`src/rtl/matvec_pkg.sv`:
```
// matvec_pkg: shared types and helpers for the matrix-vector multiply engine.
//   - state_e    : sequencer states (IDLE, CLEAR, RUN, DONE)
//   - operand_t / product_t / acc_t : default-width datapath types
//   - matvec_params_legal() : parameter legality check used at elaboration
// Optional feature macro: MATVEC_SIGNED_EN (two's complement operands).
package matvec_pkg;

  typedef enum logic [1:0] {
    IDLE  = 2'd0,
    CLEAR = 2'd1,
    RUN   = 2'd2,
    DONE  = 2'd3
  } state_e;

  localparam int unsigned DEF_DATA_WIDTH = 8;
  localparam int unsigned DEF_ACC_WIDTH  = 24;

  typedef logic [DEF_DATA_WIDTH-1:0]   operand_t;
  typedef logic [2*DEF_DATA_WIDTH-1:0] product_t;
  typedef logic [DEF_ACC_WIDTH-1:0]    acc_t;

  function automatic bit matvec_params_legal(input int rows, input int cols,
                                             input int dw, input int aw,
                                             input int depth);
    return (rows >= 2) && (cols >= 1) && (dw >= 1) &&
           (aw >= 2*dw) && (depth >= cols) && (depth >= 2);
  endfunction

endpackage

```
`src/rtl/matvec_fifo.sv`:
```
// matvec_fifo: show-ahead FIFO with count-based full/empty.
// Ports:
//   clk, rst        : clock, synchronous active-high reset
//   i_wr_en/i_wr_data : write strobe/data (dropped when full)
//   i_rd_en         : pop (ignored when empty)
//   o_rd_data       : head entry, visible combinationally
//   o_count         : occupancy
//   o_full          : occupancy == DEPTH
//   o_drop          : write attempted while full (this cycle)
module matvec_fifo #(
  parameter int WIDTH = 8,
  parameter int DEPTH = 16
) (
  input  logic                       clk,
  input  logic                       rst,
  input  logic                       i_wr_en,
  input  logic [WIDTH-1:0]           i_wr_data,
  input  logic                       i_rd_en,
  output logic [WIDTH-1:0]           o_rd_data,
  output logic [$clog2(DEPTH+1)-1:0] o_count,
  output logic                       o_full,
  output logic                       o_drop
);

  localparam int PW = $clog2(DEPTH);
  localparam int CW = $clog2(DEPTH+1);

  logic [WIDTH-1:0] r_mem [DEPTH];
  logic [PW-1:0]    r_wr_ptr;
  logic [PW-1:0]    r_rd_ptr;
  logic [CW-1:0]    r_count;
  logic             w_full;
  logic             w_empty;
  logic             w_wr;
  logic             w_rd;

  assign w_full    = (r_count == CW'(DEPTH));
  assign w_empty   = (r_count == '0);
  assign w_wr      = i_wr_en && !w_full;
  assign w_rd      = i_rd_en && !w_empty;
  assign o_rd_data = r_mem[r_rd_ptr];
  assign o_count   = r_count;
  assign o_full    = w_full;
  assign o_drop    = i_wr_en && w_full;

  // Pointers wrap explicitly so DEPTH need not be a power of two.
  function automatic logic [PW-1:0] ptr_inc(input logic [PW-1:0] p);
    return (p == PW'(DEPTH-1)) ? '0 : p + PW'(1);
  endfunction

  always_ff @(posedge clk) begin
    if (w_wr) r_mem[r_wr_ptr] <= i_wr_data;
  end

  always_ff @(posedge clk) begin
    if (rst) begin
      r_wr_ptr <= '0;
      r_rd_ptr <= '0;
      r_count  <= '0;
    end else begin
      if (w_wr) r_wr_ptr <= ptr_inc(r_wr_ptr);
      if (w_rd) r_rd_ptr <= ptr_inc(r_rd_ptr);
      case ({w_wr, w_rd})
        2'b10:   r_count <= r_count + CW'(1);
        2'b01:   r_count <= r_count - CW'(1);
        default: r_count <= r_count;
      endcase
    end
  end

endmodule

```
`src/rtl/matvec_mac.sv`:
```
// matvec_mac: one systolic MAC stage.
// Ports:
//   clk, rst    : clock, synchronous active-high reset
//   i_clr       : zero accumulator and pass-through valid
//   i_valid     : operand pair valid; accumulates A*B at this edge
//   i_a, i_b    : operands
//   o_b/o_valid : registered B pass-through to the next stage
//   o_acc_nxt   : value the accumulator holds after this edge
// Optional feature macro: MATVEC_SIGNED_EN (signed operands, sign-extended product).
module matvec_mac
  import matvec_pkg::*;
#(
  parameter int DATA_WIDTH = 8,
  parameter int ACC_WIDTH  = 24
) (
  input  logic                  clk,
  input  logic                  rst,
  input  logic                  i_clr,
  input  logic                  i_valid,
  input  logic [DATA_WIDTH-1:0] i_a,
  input  logic [DATA_WIDTH-1:0] i_b,
  output logic [DATA_WIDTH-1:0] o_b,
  output logic                  o_valid,
  output logic [ACC_WIDTH-1:0]  o_acc_nxt
);

  localparam int PW = 2*DATA_WIDTH;

  logic [ACC_WIDTH-1:0]  r_acc;
  logic [DATA_WIDTH-1:0] r_b;
  logic                  r_valid;
  logic [ACC_WIDTH-1:0]  w_prod_ext;
  logic [ACC_WIDTH-1:0]  w_acc_nxt;

`ifdef MATVEC_SIGNED_EN
  logic signed [PW-1:0] w_prod;
  assign w_prod     = PW'($signed(i_a)) * PW'($signed(i_b));
  assign w_prod_ext = ACC_WIDTH'(w_prod);
`else
  logic [PW-1:0] w_prod;
  assign w_prod     = PW'(i_a) * PW'(i_b);
  assign w_prod_ext = ACC_WIDTH'(w_prod);
`endif

  assign w_acc_nxt = i_clr   ? '0 :
                     i_valid ? r_acc + w_prod_ext : r_acc;

  always_ff @(posedge clk) begin
    if (rst) begin
      r_acc   <= '0;
      r_b     <= '0;
      r_valid <= 1'b0;
    end else begin
      r_acc   <= w_acc_nxt;
      r_b     <= i_clr ? '0 : i_b;
      r_valid <= i_clr ? 1'b0 : i_valid;
    end
  end

  assign o_b       = r_b;
  assign o_valid   = r_valid;
  assign o_acc_nxt = w_acc_nxt;

endmodule

```
`src/rtl/matvec_engine.sv`:
```
// matvec_engine: C[i] = sum_j A[i][j]*B[j] on a systolic chain of ROWS MACs.
// Ports:
//   clk, rst            : clock, synchronous active-high reset
//   a_wr_en/row/data    : write into A FIFO a_wr_row
//   b_wr_en/b_wr_data   : write into B FIFO
//   start               : begin an operation (IDLE only)
//   a_full, b_full      : FIFO full flags
//   busy, done, err     : sequencer status; err is sticky until rst
//   c_rd_idx/c_rd_data  : registered result readout
// Optional feature macro: MATVEC_SIGNED_EN (two's complement arithmetic).
//
// state | meaning
// IDLE  | wait for start with all FIFOs holding >= COLS entries
// CLEAR | zero accumulators and skew valids
// RUN   | ROWS+COLS-1 cycles: pop B for COLS cycles, skewed MACs accumulate
// DONE  | one-cycle done pulse, results valid
module matvec_engine
  import matvec_pkg::*;
#(
  parameter int ROWS       = 8,
  parameter int COLS       = 8,
  parameter int DATA_WIDTH = 8,
  parameter int ACC_WIDTH  = 24,
  parameter int FIFO_DEPTH = 16
) (
  input  logic                    clk,
  input  logic                    rst,
  input  logic                    a_wr_en,
  input  logic [$clog2(ROWS)-1:0] a_wr_row,
  input  logic [DATA_WIDTH-1:0]   a_wr_data,
  input  logic                    b_wr_en,
  input  logic [DATA_WIDTH-1:0]   b_wr_data,
  input  logic                    start,
  output logic [ROWS-1:0]         a_full,
  output logic                    b_full,
  output logic                    busy,
  output logic                    done,
  output logic                    err,
  input  logic [$clog2(ROWS)-1:0] c_rd_idx,
  output logic [ACC_WIDTH-1:0]    c_rd_data
);

  localparam int IW  = $clog2(ROWS);
  localparam int CW  = $clog2(ROWS+COLS);
  localparam int FCW = $clog2(FIFO_DEPTH+1);
  localparam logic [CW-1:0] RUN_LOAD = CW'(ROWS+COLS-2);
  // B is popped while the down-counter is still >= ROWS-1 (first COLS cycles).
  localparam logic [CW-1:0] B_POP_MIN = CW'(ROWS-1);

  if (!matvec_params_legal(ROWS, COLS, DATA_WIDTH, ACC_WIDTH, FIFO_DEPTH)) begin : g_param_err
    $error("matvec_engine: illegal parameter combination");
  end

  state_e               r_state;
  logic                 r_busy;
  logic                 r_done;
  logic                 r_err;
  logic [CW-1:0]        r_run_cnt;
  logic [ACC_WIDTH-1:0] r_c_rd;

  logic [ROWS-1:0]       w_a_wr;
  logic [ROWS-1:0]       w_a_full;
  logic [ROWS-1:0]       w_a_drop;
  logic [ROWS-1:0]       w_a_ready;
  logic [DATA_WIDTH-1:0] w_a_head  [ROWS];
  logic [FCW-1:0]        w_a_count [ROWS];

  logic [DATA_WIDTH-1:0] w_b_head;
  logic [FCW-1:0]        w_b_count;
  logic                  w_b_full;
  logic                  w_b_drop;
  logic                  w_b_pop;

  // Index i feeds MAC i; index ROWS is the dangling output of the last stage.
  logic [DATA_WIDTH-1:0] w_chain_b [ROWS+1];
  logic [ROWS:0]         w_chain_v;
  logic [ACC_WIDTH-1:0]  w_acc_nxt [ROWS];
  logic [DATA_WIDTH:0]   w_unused_tail;

  logic w_clr;
  logic w_all_ready;
  logic w_wr_drop;
  logic w_idx_ok;

  assign w_clr   = (r_state == CLEAR);
  assign w_b_pop = (r_state == RUN) && (r_run_cnt >= B_POP_MIN);

  assign w_chain_b[0] = w_b_head;
  assign w_chain_v[0] = w_b_pop;
  assign w_unused_tail = {w_chain_v[ROWS], w_chain_b[ROWS]};

  matvec_fifo #(.WIDTH(DATA_WIDTH), .DEPTH(FIFO_DEPTH)) u_b_fifo (
    .clk       (clk),
    .rst       (rst),
    .i_wr_en   (b_wr_en),
    .i_wr_data (b_wr_data),
    .i_rd_en   (w_b_pop),
    .o_rd_data (w_b_head),
    .o_count   (w_b_count),
    .o_full    (w_b_full),
    .o_drop    (w_b_drop)
  );

  for (genvar i = 0; i < ROWS; i++) begin : g_row
    assign w_a_wr[i]    = a_wr_en && (a_wr_row == IW'(i));
    assign w_a_ready[i] = (w_a_count[i] >= FCW'(COLS));

    // Row i pops its A entry in the same cycle its skewed B arrives.
    matvec_fifo #(.WIDTH(DATA_WIDTH), .DEPTH(FIFO_DEPTH)) u_a_fifo (
      .clk       (clk),
      .rst       (rst),
      .i_wr_en   (w_a_wr[i]),
      .i_wr_data (a_wr_data),
      .i_rd_en   (w_chain_v[i]),
      .o_rd_data (w_a_head[i]),
      .o_count   (w_a_count[i]),
      .o_full    (w_a_full[i]),
      .o_drop    (w_a_drop[i])
    );

    matvec_mac #(.DATA_WIDTH(DATA_WIDTH), .ACC_WIDTH(ACC_WIDTH)) u_mac (
      .clk       (clk),
      .rst       (rst),
      .i_clr     (w_clr),
      .i_valid   (w_chain_v[i]),
      .i_a       (w_a_head[i]),
      .i_b       (w_chain_b[i]),
      .o_b       (w_chain_b[i+1]),
      .o_valid   (w_chain_v[i+1]),
      .o_acc_nxt (w_acc_nxt[i])
    );
  end

  assign w_all_ready = (&w_a_ready) && (w_b_count >= FCW'(COLS));
  assign w_wr_drop   = (|w_a_drop) || w_b_drop;
  assign w_idx_ok    = ({1'b0, c_rd_idx} < (IW+1)'(ROWS));

  always_ff @(posedge clk) begin
    if (rst) begin
      r_state   <= IDLE;
      r_busy    <= 1'b0;
      r_done    <= 1'b0;
      r_err     <= 1'b0;
      r_run_cnt <= '0;
    end else begin
      r_done <= 1'b0;
      if (w_wr_drop) r_err <= 1'b1;
      case (r_state)
        IDLE: begin
          if (start) begin
            if (w_all_ready) begin
              r_state <= CLEAR;
              r_busy  <= 1'b1;
            end else begin
              r_err <= 1'b1;
            end
          end
        end
        CLEAR: begin
          r_state   <= RUN;
          r_run_cnt <= RUN_LOAD;
        end
        RUN: begin
          if (r_run_cnt == '0) begin
            r_state <= DONE;
            r_done  <= 1'b1;
          end else begin
            r_run_cnt <= r_run_cnt - CW'(1);
          end
        end
        DONE: begin
          r_state <= IDLE;
          r_busy  <= 1'b0;
        end
        default: r_state <= IDLE;
      endcase
    end
  end

  // Reading the post-edge accumulator value makes the final column of the
  // last row visible in the DONE cycle.
  always_ff @(posedge clk) begin
    if (rst) r_c_rd <= '0;
    else     r_c_rd <= w_idx_ok ? w_acc_nxt[c_rd_idx] : '0;
  end

  assign a_full    = w_a_full;
  assign b_full    = w_b_full;
  assign busy      = r_busy;
  assign done      = r_done;
  assign err       = r_err;
  assign c_rd_data = r_c_rd;

endmodule
```
`config.mk`:
```
export PLATFORM = sky130hd
export DESIGN_NAME = matvec_engine
export DESIGN_NICKNAME = d
export VERILOG_FILES = /design/src/rtl/matvec_pkg.sv /design/src/rtl/matvec_fifo.sv /design/src/rtl/matvec_mac.sv /design/src/rtl/matvec_engine.sv
export SDC_FILE = /design/constraint.sdc
export NUM_CORES = 2
export LEC_CHECK = 0
export ABC_AREA = 1
export BUFFER_PORTS_ARGS = -buffer_cell sky130_fd_sc_hd__buf_2
export CAP_MARGIN = 25
export CELL_PAD_IN_SITES_DETAIL_PLACEMENT = 1
export CELL_PAD_IN_SITES_GLOBAL_PLACEMENT = 1
export CORE_MARGIN = 2
export CORE_UTILIZATION = 55
export CTS_CLUSTER_SIZE = 12
export DETAILED_ROUTE_END_ITERATION = 8
export PLACE_DENSITY_LB_ADDON = 0.15
export SETUP_SLACK_MARGIN = 0.2
export SYNTH_ARGS = -nofsm -noshare
export SYNTH_HDL_FRONTEND = slang
export SYNTH_SLANG_ARGS = --single-unit
```
`constraint.sdc`:
```
create_clock -name clk -period 9.9 [get_ports clk]
set_clock_uncertainty 0.2 [all_clocks]
set_input_delay 2.475 -clock clk [delete_from_list [all_inputs] [get_ports clk]]
set_output_delay 2.475 -clock clk [all_outputs]
set_load 0.005 [all_outputs]
```
# After elaboration in Yosys (flattened, before gate mapping)
# Memory sizes are Yosys's and may differ from the RTL's. A register that Yosys moved wholly into a read port is not among the register bits.
# Index checks and enable logic that the tools add are counted.
[word_totals]
out_inout_bits = 36
wordCells = 371
ff_bits = 405
memories = 9
ram_bits = 1152
[classes]
bitwise_logic = 2
addsub = 45
n_eq_ne = 59
n_lt_le_gt_ge = 11
reduce_logical = 86
muxes = 96
multipliers = 8
[mem_list]
columns = ["name", "words", "word_bits", "rd", "rd_clocked_by_memory_dff", "wr", "line", "rtl"]
rows = [
  ["g_row[0].u_a_fifo.r_mem", 16, 8, 1, 1, 1, "matvec_fifo.sv:28", "logic [WIDTH-1:0] r_mem [DEPTH];"],
  ["g_row[1].u_a_fifo.r_mem", 16, 8, 1, 1, 1, "matvec_fifo.sv:28", ""],
  ["g_row[2].u_a_fifo.r_mem", 16, 8, 1, 1, 1, "matvec_fifo.sv:28", ""],
  ["g_row[3].u_a_fifo.r_mem", 16, 8, 1, 1, 1, "matvec_fifo.sv:28", ""],
  ["g_row[4].u_a_fifo.r_mem", 16, 8, 1, 1, 1, "matvec_fifo.sv:28", ""],
  ["g_row[5].u_a_fifo.r_mem", 16, 8, 1, 1, 1, "matvec_fifo.sv:28", ""],
  ["3 more memories", "--", "--", "--", "--", "--", "--", ""],
]
[op_table]
columns = ["operator", "count"]
rows = [
  ["24-bit 2-to-1 mux", 18],
  ["24-bit by 16-bit adder with 24-bit output", 8],
  ["4-bit 2-to-1 mux", 37],
  ["8-bit by 8-bit multiplier with 16-bit output", 8],
  ["5-bit case mux with 2 select lines", 9],
  ["4-bit by 1-bit adder with 4-bit output (second input constant)", 18],
  ["24-bit binary-select mux with 3-bit select", 1],
  ["4-bit == test (second input constant)", 18],
  ["5-bit by 1-bit adder with 5-bit output (second input constant)", 9],
  ["5-bit == test (second input constant)", 9],
  ["5-bit by 4-bit greater-or-equal comparator with 1-bit output (second input constant)", 9],
  ["5-bit zero test", 9],
  ["5-bit by 1-bit subtractor with 5-bit output (second input constant)", 9],
  ["1-bit logical AND", 37],
  ["1-bit 2-to-1 mux", 25],
  ["2-bit == test (second input constant)", 11],
  ["2-bit nonzero test", 11],
  ["2-bit by 1-bit == test with 1-bit output (second input constant)", 10],
  ["1-bit zero test", 18],
  ["3-bit == test (second input constant)", 4],
  ["2-bit case mux with 4 select lines", 1],
  ["4-bit case mux with 2 select lines", 1],
  ["8-bit AND reduction", 1],
  ["8-bit OR reduction", 1],
  ["other kinds (18)", 25],
]

# Depth between registers and ports, before layout
[depth]
ltp_word = 9
mapped_depth = 35
mapped_depth_nobuf = 33

# Cells and area by module
# Synthesis repeated with hierarchy kept, for this count alone.
[unflattened]
hier_cells = 10703
area_unflattened_um2 = 94597.0
[modules_own_cells]
columns = ["mod", "instances", "seq_area_each_um2", "area_each_um2", "cells_each"]
rows = [
  ["matvec_fifo (g_row[3].u_a_fifo ...)", 6, 4184.0, 6226.0, 552],
  ["matvec_mac (g_row[0].u_mac ...)", 3, 660.6, 4454.3, 657],
  ["matvec_mac (g_row[4].u_mac ...)", 3, 660.6, 4448.0, 656],
  ["matvec_fifo (g_row[1].u_a_fifo ...)", 2, 4184.0, 6216.0, 551],
  ["matvec_fifo (g_row[0].u_a_fifo)", 1, 4184.0, 6233.5, 552],
  ["matvec_mac (g_row[3].u_mac)", 1, 660.6, 4486.8, 654],
  ["matvec_mac (g_row[7].u_mac)", 1, 660.6, 4423.0, 656],
  ["matvec_engine", 1, 660.6, 2959.1, 488],
]

# Worst setup path after synthesis
# Ideal clock, no wire load.
[synth_timing]
kind = "flip-flop to flip-flop"
from = "register with a tool-made name"
to = "register r_c_rd[20], in the netlist c_rd_data[20]"
stages_incl_launch_ff = 31
required_time_ns = 9.587
t_arrival_ns = 4.913
slack_ns = 4.674
synth_period_minus_slack_ns = 5.226
n_path_buf = 3
path_cell_list = "dfxtp_1 -> buf_2 -> buf_6 -> buf_6 -> mux2i_1 -> o211ai_1 -> o211ai_1 -> nand2_1 -> nand2_1 -> inv_1 -> fa_1 -> inv_1 -> fa_1 -> inv_1 -> fa_1 -> inv_1 -> fa_1 -> inv_1 -> ha_1 -> a21oi_1 -> o21ai_0 -> nand2_1 -> nand3_1 -> nand2_1 -> nand2_1 -> a21oi_1 -> nor2_1 -> nor2_1 -> nor2_1 -> nor2_1 -> nor2_1"
[synth_rtl]
columns = ["item", "line", "rtl"]
rows = [
  ["end signal: assignment", "matvec_engine.sv:184", "else r_c_rd <= w_idx_ok ? w_acc_nxt[c_rd_idx] : '0;"],
  ["end: declaration", "matvec_engine.sv:59", "logic [ACC_WIDTH-1:0] r_c_rd;"],
]

==> impl_metrics.ini <==
[outcome]
status = finished clean

[power]
p_leak_nw = 39.8
p_per_area_nw_per_um2 = 150
intPower_mw = 11.0
p_clk_share_pct = 43.5
peakVddDrop_uv = 162
p_comb_share_pct = 6.9
power.switching_mw = 3.55
p_seq_share_pct = 49.6
netSwitchingFraction_pct = 24.4

[clock_tree]
clock-sinks = 1593
cts.clk_slew.worst_paths_ns = 0.06
ctsHoldBuffers = 0
post_cts_buffers = 0
cts_tree = built
numCtsBuffers = 168
root_buffer = clkbuf_16
htreeDepth = 4
clock_path_buffers = 3
clock_latency_ns = 0.83
post_cts_resized = 0

[critical_path]
ff2ff_path_depth = 25
slowest_stage = inv_1
path_delay_family = adder cells
cp_max_fo = 33
path_buf_inv = 5
crit_required_ns = 10.39
path_class = flop to flop
r2r-end = c_rd_data[12]$_SDFF_PP0_
crit_path_max_incr_delay_ns = 0.77
end_kind = flop
critPathArrivalTime_ns = 7.64
start_kind = flop
rrSetupSlack_ns = 2.75

[finish]
utilization_pct = 60.2
area_growth_syn_to_layout_pct = 8.63
layout.nets = 10100
drive_gt1_share_pct = 5.20
nFillCells = 17900

[drt]
post_drt_wl_per_cell_microns = 24.2
ant_nets = 0
drt-total-wl_mm = 280
drt_iter0_markers = 5685
vias_per_cell = 5.86
via_count = 67700
dr.pass1.iters = 5
drc_errors = 0

[timing]
worst_slack_ns = 2.75
rsz0062_at_grt = no
fin_setup_tns_ns = 0
slew_viol_final = 0
max-slew-margin-rel_pct = 23.4
tightestPinTransition_ns = 1.15
fin_crit_sh_pct = 72.2
fmax_mhz = 140
finalSetupViolations = 0
period_needed_ns = 7.15
finalHoldViolCount = 0

[floorplanning]
die_y_microns = 406
die_area_sq_um = 165000
core-area_sq_um = 161000
ios = 63
die_width_microns = 406
initial_core_util_pct = 55.4
core.rowCount = 147

[placement]
dp_hpwl_mm = 197
gp_congestion = 0.921
dpl_worst_slack_ns = 2.85
port_buffers = 62

[yosys]
yosysTopAreaCell = edfxtp_1
synth.yosys.seq_area_share_pct = 48.8
syn_nets = 10100
avgSynthCellArea_sq_um = 9.59
async_flop_share_pct = 0
syn-cell-area_sq_um = 89100
synth.top_cells.by_count = inv_1, nand2_1, edfxtp_1
synthFlopType = edfxtp_1
yosysWarnings = 0
synth_edf_count = 1152
ys_types = 55
yosys.area.top_type_share_pct = 38.8
synthCells = 9290
yosys-top-cells-area = edfxtp_1, dfxtp_1, fa_1
ys_ff_latch = 1593
yosysMostFrequentCell = inv_1

[min_path]
min_path_cells = 1
hold_start = g_row[6].u_a_fifo.o_count[0]$_SDFFE_PP0P_
hold_path.class = flop to flop
hold_path_end = g_row[6].u_a_fifo.o_count[0]$_SDFFE_PP0P_

[grt]
antenna_found_initial = 11
grt_pass1_wl_mm = 428
grtUsageTotal_pct = 34.0
grt_pass1_vias = 72800
grt_overflow = 0
grt_max_degree = 97

[job]
cap_viol_max_count = 0
worst max-delay path by stage:
stage	cells past startpoint	startpoint	to
2_1_floorplan	30	flop	c_rd_data[20]$_SDFF_PP0_
3_3_place_gp	27	flop	c_rd_data[21]$_SDFF_PP0_
3_5_place_dp	20	flop	c_rd_data[5]$_SDFF_PP0_
4_1_cts	20	flop	c_rd_data[5]$_SDFF_PP0_
5_1_grt	29	flop	c_rd_data[21]$_SDFF_PP0_
6_report	25	flop	c_rd_data[12]$_SDFF_PP0_
layout make-up:
class / instances / area (sq um) / area share [%]
Antenna cell: 3 / 7.51 / 0.00776
Clock buffer: 264 / 4790 / 4.95
Clock inverter: 52 / 689 / 0.713
Inverter: 1672 / 6280 / 6.49
Multi-Input combinational cell: 5669 / 37700 / 39.0
Sequential cell: 1593 / 43500 / 44.9
Tap cell: 2160 / 2700 / 2.79
Timing Repair Buffer: 134 / 1120 / 1.15
cell families (layout without fill, tap and decap cells):
family | after synthesis | in the layout | share of synthesized area (%)
AOI/OAI and AO/OA | 1615 | 1615 | 10.2
muxes | 288 | 288 | 3.24
and+or+nand+nor | 2868 | 2868 | 13.2
buffers and inverters | 2028 | 2122 | 8.92
adders and majority gates | 825 | 825 | 15.0
DFF | 1593 | 1593 | 48.8
xor gates and xnor gates | 73 | 73 | 0.718
other | 0 | 3 | 0
power by group through the flow:
| stage | Clock, mW | Sequential [mW] | Combinational [mW] |
|---|---|---|---|
| floorplan | 0 | 7.33 | 0.594 |
| global placement | 0 | 7.34 | 0.927 |
| detailed placement | 0 | 7.35 | 0.973 |
| CTS | 6.37 | 7.21 | 0.990 |
| global route | 6.61 | 7.21 | 1.11 |
| finish | 6.33 | 7.21 | 1.00 |
flip-flops by register name (all words and copies together), names as in the netlist, named ones only:
| signal | cells |
|---|---|
| g_row.u_a_fifo.r_mem | 1024 |
| g_row.u_mac.r_acc | 192 |
| u_b_fifo.r_mem | 128 |
| g_row.u_mac.o_b | 56 |
| g_row.u_a_fifo.o_count | 40 |
| g_row.u_a_fifo.r_rd_ptr | 32 |
| g_row.u_a_fifo.r_wr_ptr | 32 |
| c_rd_data | 24 |
| g_row.u_mac.o_valid | 7 |
| u_b_fifo.o_count | 5 |
| r_run_cnt | 4 |
| u_b_fifo.r_rd_ptr | 4 |
| u_b_fifo.r_wr_ptr | 4 |
| r_state | 2 |
| busy | 1 |
| done | 1 |
| err | 1 |
routing by layer:
metal / track usage (%) / vias to the layer above / part of all wire, %
met4: 14.9 / 6 / 4.6
met1: 42.5 / 34300 / 40
li1: - / 30500 / -
met5: 0 / - / 0.011
met2: 58.9 / 2219 / 50
met3: 4.49 / 603 / 5.9
through the flow:
stage	instances	hold slack, ns	power, mW	instance area, sq um
floorplan	9290	0.222	7.92	89100
global placement	11200	0.238	8.27	90900
detailed placement	11200	0.248	8.32	91000
CTS	11500	0.258	14.6	96500
global route	11500	0.288	14.9	96700
finish	11500	0.255	14.5	96700
cell usage in the layout, fill, tap and decap left out, types with 13 or more instances in the layout:
cell	netlist	routed
o211ai_1	301	301
nand3_2	13	13
nand2_1	1244	1243
nor4_1	37	37
a21oi_1	635	635
clkinv_1	6	17
a31oi_1	21	21
nand3_1	404	404
inv_2	50	50
dfxtp_1	441	432
mux2i_1	288	288
edfxtp_1	1152	1152
ha_1	416	415
nor3_1	42	42
buf_2	91	53
fa_1	409	409
nand2_2	18	19
clkbuf_1	185	76
clkbuf_16	0	170
xor2_1	42	42
xnor2_1	31	31
inv_1	1616	1614
clkbuf_8	0	18
clkinv_2	0	13
o21ai_0	583	583
nand4_1	24	24
nor2_1	1047	1047
buf_4	27	67
Power figures use the tool's default switching activity.
